`config.mk`:
```
export PLATFORM = sky130hd
export DESIGN_NAME = csel_adder_pipe
export DESIGN_NICKNAME = d
export VERILOG_FILES = /design/src/rtl/csel_adder_pipe.sv
export SDC_FILE = /design/constraint.sdc
export NUM_CORES = 1
export LEC_CHECK = 0
export CAP_MARGIN = 10
export CORE_MARGIN = 3
export CORE_UTILIZATION = 47
export CTS_BUF_LIST = sky130_fd_sc_hd__clkbuf_4 sky130_fd_sc_hd__clkbuf_8 sky130_fd_sc_hd__clkbuf_16
export DETAILED_ROUTE_END_ITERATION = 7
export PLACE_DENSITY = 0.69
export SYNTH_ARGS = -nofsm -noshare
export SYNTH_HDL_FRONTEND = slang
export SYNTH_SLANG_ARGS = --single-unit
```
`constraint.sdc`:
```
create_clock -name clk -period 7.3 [get_ports clk]
set_clock_uncertainty 0.1 [all_clocks]
set_input_delay 0.73 -clock clk [delete_from_list [all_inputs] [get_ports clk]]
set_output_delay 0.73 -clock clk [all_outputs]
set_load 0.03 [all_outputs]
```
`src/rtl/csel_adder_pipe.sv`:
```
// Pipelined carry-select add/sub, one BLOCK-bit slice per stage; latency NBLK cycles.
// Whole pipe advances only when the output beat is taken or empty; in_ready mirrors that.
module csel_adder_pipe #(
  parameter int WIDTH = 16,
  parameter int BLOCK = 4
) (
  input  logic             clk,
  input  logic             rst_n,
  input  logic             in_valid,
  output logic             in_ready,
  input  logic [WIDTH-1:0] a,
  input  logic [WIDTH-1:0] b,
  input  logic             cin,
  input  logic             sub,
  output logic             out_valid,
  input  logic             out_ready,
  output logic [WIDTH-1:0] sum,
  output logic             cout,
  output logic             ovf
);
  localparam int NBLK = WIDTH / BLOCK;

  if (BLOCK < 1 || (WIDTH % BLOCK) != 0) begin : g_bad_param
    $error("csel_adder_pipe: WIDTH must be an integer multiple of BLOCK");
  end

  logic adv;
  assign adv      = out_ready | ~out_valid;
  assign in_ready = adv;

  for (genvar k = 0; k < NBLK; k++) begin : stg
    localparam int LO = k * BLOCK;
    // y holds b_eff for this block and all later ones, right-aligned
    localparam int YW = WIDTH - LO;

    logic [WIDTH-1:0] x_src, x_nxt, x_q;
    logic [YW-1:0]    y_src;
    logic             c_src, v_src, c_q, v_q;
    logic [BLOCK:0]   r0, r1, sel;

    if (k == 0) begin : g_src
      assign x_src = a;
      assign y_src = sub ? ~b : b;
      assign c_src = sub | cin;
      assign v_src = in_valid;
    end else begin : g_src
      assign x_src = stg[k-1].x_q;
      assign y_src = stg[k-1].g_y.y_q;
      assign c_src = stg[k-1].c_q;
      assign v_src = stg[k-1].v_q;
    end

    assign r0  = {1'b0, x_src[LO +: BLOCK]} + {1'b0, y_src[BLOCK-1:0]};
    assign r1  = {1'b0, x_src[LO +: BLOCK]} + {1'b0, y_src[BLOCK-1:0]} + {{BLOCK{1'b0}}, 1'b1};
    assign sel = c_src ? r1 : r0;

    // x carries finished sum slices below LO and untouched A slices above
    always_comb begin
      x_nxt = x_src;
      x_nxt[LO +: BLOCK] = sel[BLOCK-1:0];
    end

    always_ff @(posedge clk or negedge rst_n) begin
      if (!rst_n) begin
        x_q <= '0;
        c_q <= 1'b0;
        v_q <= 1'b0;
      end else if (adv) begin
        x_q <= x_nxt;
        c_q <= sel[BLOCK];
        v_q <= v_src;
      end
    end

    if (k < NBLK - 1) begin : g_y
      logic [YW-BLOCK-1:0] y_q;
      always_ff @(posedge clk or negedge rst_n) begin
        if (!rst_n)   y_q <= '0;
        else if (adv) y_q <= y_src[YW-1:BLOCK];
      end
    end else begin : g_last
      logic ovf_q;
      // carry into the MSB recovered as a ^ b_eff ^ sum at that bit
      always_ff @(posedge clk or negedge rst_n) begin
        if (!rst_n)   ovf_q <= 1'b0;
        else if (adv) ovf_q <= x_src[WIDTH-1] ^ y_src[BLOCK-1] ^ sel[BLOCK-1] ^ sel[BLOCK];
      end
    end
  end

  assign out_valid = stg[NBLK-1].v_q;
  assign sum       = stg[NBLK-1].x_q;
  assign cout      = stg[NBLK-1].c_q;
  assign ovf       = stg[NBLK-1].g_last.ovf_q;

endmodule

```
==> reports/results.tsv, run 1 <==
stage	metric	value	unit
critical_path	reg2reg_depth	10	
critical_path	worstPathRequired	6.47	ns
synth	synthXorXnorAreaFrac	6.50	%
power	p_leak	2.61	nW
synth	netlist_instances	500	
critical_path	path_cells	clkdlybuf4s50_1 -> nor2b_4 -> buf_4 -> inv_2 -> clkdlybuf4s50_1	
synth	synthSimpleGateAreaFrac	22.0	%
synth	synth_edf_count	0	
clock_network	cts_root_buf	clkbuf_8	
timing	hold_violations	0	
critical_path	cp-start-kind	input pin	
placed_design	placed_cell_area	5220	sq um
timing	fin_crit_sh	48.3	%
synth	synth_compound_area_share	7.63	%
floorplanning	io_pins	58	
clock_network	clock-sinks	97	
critical_path	crit_type	in -> out	
synth	yosysTopAreaCellShare	53.2	%
global_route	grt_max_degree	107	
synth	synth_area_per_cell	9.12	sq um
power	internal-power	1.40	mW
floorplanning	die_area	10900	sq um
synth	synth_area_leaders	dfrtp_1, nand2_1, ha_1, xnor2_1, o21ai_0	
floorplanning	fp-row-count	35	
synth	yosysSeqAreaShare	53.2	%
drt	ant_nets	0	
floorplanning	initial_utilization	48.9	%
critical_path	setup.worst_path.start	out_ready	
finish	area_growth	18.8	%
drt	drt-initial-drc-count	182	
critical_path	cp.arrival	2.70	ns
timing	rsz0062_at_grt	false	
global_route	globalRouteOverflowTotal	0	
placed_design	gp_congestion	0.795	
drt	route.vias.total	3300	
clock_network	post_cts_resized	0	
critical_path	worst-path-max-fanout	106	
timing	fin_setup_tns	0	ns
outcome	status	complete, no violations	
synth	synthMuxAreaShare	0.658	%
timing	setup_viol	0	
synth	synth_top_flop_cell	dfrtp_1	
clock_network	post_cts_buffers	0	
finish	n_antenna_cell	0	
finish	layout-drive-gt1-share	4.37	%
placed_design	port_buffers	57	
synth	synth_area	4560	sq um
power	power.density	432	nW/um^2
drt	avgViaCountPerCell	4.87	
synth	synth_top_area_cell	dfrtp_1	
synth	synth_top_family_by_area	simple AND/OR/NAND/NOR gates	
critical_path	worstPathBufferInverterCount	4	
synth	synth_seq_cells	97	
drt	wl_per_cell	11.8	microns
synth	yosysUniqueCellTypes	32	
critical_path	reg2reg_setup_slack	4.71	ns
drt	drt_pass1_iterations	5	
critical_path	critPathMaxStageDelay	0.74	ns
critical_path	cp_top_family	buffers and inverters	
clock_network	clkLatencyLatePin	0.36	ns
clock_network	cts_hold_buf	0	
global_route	grt_pass1_wl	14300	microns
drt	wl	8020	microns
floorplanning	die_w	105	microns
timing	period_needed	3.53	ns
synth	ys_async_sr_fraction	100	%
clock_network	h-tree-depth	3	
finish	nets	606	
drt	remaining_drc_errors	0	
critical_path	rr_startpoint	stg[2].g_y.y_q[0]	
critical_path	crit_path_end_kind	output port	
timing	slew_viol_final	0	
critical_path	crit_end	in_ready	
global_route	grt_pass1_vias	3231	
flow_run	max_cap_viol_count	0	
timing	max_freq	283	MHz
power	peakVddDrop	0.000158	V
clock_network	cts_buffers	9	
timing	worst_pin_slew	0.992	ns
power	swShare	40.2	%
synth	synthAdderAreaFrac	7.24	%
min_path	min_path_type	in -> async	
critical_path	cp_common_cell	clkdlybuf4s50_1	
power	p_sw	0.942	mW
timing	maxSlewHeadroom	33.9	%
power	power_frac_comb	45.5	%
global_route	antenna_found_initial	0	
placed_design	post-dp-hpwl	5410	microns
critical_path	worstReg2RegEnd	ovf	
global_route	grt_util_all_layers	15.9	%
clock_network	cts_tree	built	
critical_path	cp_slowest_cell	buf_4	
floorplanning	core	9330	sq um
finish	fin_area	5420	sq um
synth	synth_fp_nets	562	
synth	yosys_warnings	0	
power	p_clk_share	15.1	%
finish	final_core_util	58.1	%
clock_network	clkTransAtPathRegs	0.09	ns
clock_network	cts_buffer_depth	2	
power	p_seq_share	39.4	%
critical_path	critical_path_depth	5	
floorplanning	die_h	105	microns
cell usage after synthesis, types with 4 or more instances:
cell type	number
xnor2_1	21
xor2_1	11
dfrtp_1	97
nand3_1	4
clkbuf_1	25
nand4_1	4
inv_1	6
ha_1	20
nor3_1	4
a21o_1	10
o21ai_0	23
nor2_1	14
a21oi_1	17
fa_1	4
nand2_1	215
power groups by stage:
| stage | Sequential [mW] | Combinational, mW | Clock [mW] |
|---|---|---|---|
| 6_report | 0.923 | 1.06 | 0.353 |
| 3_5_place_dp | 0.936 | 1.07 | 0 |
| 5_1_grt | 0.955 | 1.22 | 0.387 |
| 3_3_place_gp | 0.927 | 1.04 | 0 |
| 2_1_floorplan | 0.999 | 0.709 | 0 |
| 4_1_cts | 0.926 | 1.08 | 0.365 |
per-layer routing:
metal / track usage, % / part of all wire [%] / up-vias
met5: 0 / 0 / -
met1: 20.3 / 49 / 1519
li1: - / - / 1704
met3: 3.04 / 3.7 / 12
met2: 26.0 / 45 / 65
met4: 7.79 / 2.2 / 0
stage by stage:
step                total power [mW]  std cells  worst slack [ns]  hold WS (ns)
floorplan                       1.71        500              4.51         0.330
global placement                1.97        662              3.67         0.346
detailed placement              2.01        662              3.53         0.348
CTS                             2.37        678              3.73         0.150
global route                    2.56        678              3.61         0.164
finish                          2.34        678              3.77         0.152
state kept, by name (all words and copies together) (netlist names):
name,cells
cout,1
out_valid,1
ovf,1
stg.c_q,3
stg.g_y.y_q,24
stg.v_q,3
stg.x_q,48
sum,16
final cells by class:
class                           count  area, sq um
Fill cell                         879         3910
Sequential cell                    97         2430
Multi-Input combinational cell    370         2010
Timing Repair Buffer               60          591
Tap cell                          129          161
Clock buffer                        9          124
Clock inverter                      7         78.8
Inverter                            6         22.5
cell families after synthesis:
family                     count (synthesis)
xor gates and xnor gates                  33
and+or+nand+nor                          251
DFF                                       97
adders and majority gates                 24
buffers and inverters                     33
AOI/OAI and AO/OA                         59
muxes                                      3
worst min-delay path by stage:
| stage | endpoint | slack, ns | cells past startpoint |
|---|---|---|---|
| 3_3_place_gp | stg[2].v_q | 0.35 | 2 |
| 3_5_place_dp | out_valid | 0.35 | 1 |
| 6_report | stg[2].x_q[5] | 0.15 | 1 |
| 4_1_cts | sum[4] | 0.15 | 1 |
| 2_1_floorplan | cout | 0.33 | 0 |
| 5_1_grt | sum[4] | 0.16 | 1 |
cells in the final DEF (no fill, tap or decap), drive strengths merged, types with 2 or more instances in the layout:
cell type,count
nor2b,2
clkinvlp,3
mux2i,3
a41oi,3
a21o,10
xor2,12
nor4b,3
fa,4
a21oi,17
nand2,215
inv,8
xnor2,21
clkbuf,9
nor2,14
buf,4
dfrtp,97
nand3,4
nor3,4
o21ai,24
clkdlybuf4s50,56
ha,20
nand4,4
a2111oi,2
Power figures use the tool's default switching activity.
==> inputs of run 2 (changes only) <==
- clock period: 7.3 -> 3.6 ns (I/O delays scaled with it)
==> reports/results.tsv, run 2 (synthesis results as in run 1) <==
stage	metric	value	unit	change
floorplanning	io_pins	58		unchanged
clock_network	cts_buffer_depth	2		unchanged
critical_path	rr_startpoint	stg[2].x_q[12]		
power	peakVddDrop	0.000369	V	+130%
floorplanning	die_area	10900	sq um	unchanged
timing	worst_pin_slew	0.991	ns	-0.000482 ns
finish	regArea	2430	sq um	unchanged
timing	maxSlewHeadroom	33.9	%	about the same
finish	regMostFlops	stg.x_q		
placed_design	post-dp-hpwl	5440	microns	+0.50%
drt	wl	8000	microns	-0.25%
timing	fin_crit_sh	73.2	%	
clock_network	clkLatencyLatePin	0.36	ns	about the same
timing	slew_viol_final	0		unchanged
critical_path	crit_type	in -> reg		
placed_design	port_buffers	57		unchanged
finish	nets	607		+0.17%
drt	drt_pass1_iterations	4		-1
floorplanning	fp-row-count	35		unchanged
global_route	globalRouteOverflowTotal	0		unchanged
clock_network	post_cts_resized	0		unchanged
clock_network	h-tree-depth	3		unchanged
clock_network	cts_hold_buf	0		unchanged
clock_network	cts_tree	built		
drt	route.vias.total	3281		-0.58%
finish	multiInputGateArea	2010	sq um	unchanged
critical_path	worst-path-max-fanout	8		-92%
critical_path	crit_path_end_kind	register		
timing	max_freq	379	MHz	
power	p_leak	2.63	nW	+0.63%
critical_path	worstPathRequired	3.74	ns	-2.73 ns
drt	ant_nets	0		unchanged
critical_path	setup.worst_path.start	sub		
global_route	grt_pass1_wl	14200	microns	-0.96%
critical_path	reg2reg_setup_slack	1.02	ns	-3.69 ns
global_route	grt_pass1_vias	3166		-2.0%
critical_path	crit_end	stg[0].c_q		
timing	setup_viol	0		unchanged
floorplanning	die_w	105	microns	unchanged
finish	layout-drive-gt1-share	4.55	%	+0.17 points
critical_path	worstReg2RegEnd	ovf		
drt	wl_per_cell	11.8	microns	-0.40%
finish	fillers	874		-0.57%
drt	remaining_drc_errors	0		unchanged
finish	layout_commonest_cell	nand2_1		
min_path	min_path_type	in -> async		
power	p_total	4.74	mW	+100%
finish	n_antenna_cell	0		unchanged
critical_path	cp-start-kind	input pin		
finish	largest_reg_flops	48		unchanged
drt	avgViaCountPerCell	4.83		-0.72%
floorplanning	die_h	105	microns	unchanged
drt	drt-initial-drc-count	162		-11%
clock_network	cts_root_buf	clkbuf_8		
floorplanning	initial_utilization	48.9	%	unchanged
timing	rsz0062_at_grt	false		
power	power.density	873	nW/um^2	+100%
outcome	status	complete, no violations		
finish	area_growth	19.0	%	
timing	hold_violations	0		unchanged
clock_network	cts_buffers	9		unchanged
flow_run	max_cap_viol_count	0		unchanged
global_route	antenna_found_initial	0		unchanged
critical_path	cp.arrival	2.77	ns	+0.07 ns
global_route	grt_max_degree	106		-0.93%
floorplanning	core	9330	sq um	unchanged
critical_path	reg2reg_depth	10		unchanged
clock_network	clock-sinks	97		unchanged
timing	period_needed	2.64	ns	
timing	fin_setup_tns	0	ns	unchanged
clock_network	post_cts_buffers	0		unchanged
clock_network	clkTransAtPathRegs	0.09	ns	about the same
global_route	grt_util_all_layers	15.6	%	-0.27 points
placed_design	gp_congestion	0.878		+10%
finish	final_cell_mix	nand2_1, dfrtp_1, clkdlybuf4s50_1		
[run 2: changes by cell type in the layout (fill, tap and decap cells not counted)]
cell	previous run	this run
buf_4	4	5
clkinv_2	0	1
clkinv_4	1	3
clkinvlp_4	3	0
[run 2: metrics by stage]
stage	setup slack [ns]	cell area [sq um]	std cells	hold WS, ns	util (%)
final	0.964	5430	679	0.0626	58.2
after global routing	0.786	5430	679	0.134	58.2
after CTS	0.981	5430	679	0.0956	58.2
after detailed placement	0.596	5220	663	0.346	56.0
after global placement	0.755	5220	663	0.341	56.0
after floorplan	1.18	4560	500	-0.0356	-
[run 2: worst min path at each step]
stage	cells past startpoint	slack (ns)	start	endpoint
global route	1	0.13	rst_n	sum[6]
finish	1	0.06	rst_n	sum[4]
CTS	1	0.1	rst_n	stg[0].g_y.y_q[2]
global placement	2	0.34	stg[2].v_q	stg[2].v_q
floorplan	0	-0.04	rst_n	cout
detailed placement	1	0.35	stg[2].v_q	out_valid
[run 2: cell type report]
type	instances	share of cell area, %
clock buffers	9	2.28
multi-input cells	370	37.1
flip-flops and latches	97	44.7
clock inverters	7	1.45
repair buffers	61	11.0
well taps	129	2.97
inverters	6	0.415
[run 2: power breakdown]
| group | internal [mW] | switching (mW) |
|---|---|---|
| combinational | 0.927 | 1.23 |
| sequential | 1.58 | 0.289 |
| clock | 0.329 | 0.380 |
[run 2: critical path, cell delays in order]
cell and delay (ns):
clkdlybuf4s50_1 0.65, xor2_1 0.27, ha_1 0.23, fa_1 0.40, xor2_1 0.30, nand3_1 0.17, nor4b_1 0.30, nor3_1 0.07
[run 2: per-layer routing]
metal  track usage [%]  up-vias  share of wire (%)
li1                  -     1702                  -
met1              20.7     1507                 50
met2              25.7       62                 44
met3              2.61       10                3.8
met4              6.27        0                1.6
met5                 0        -                  0
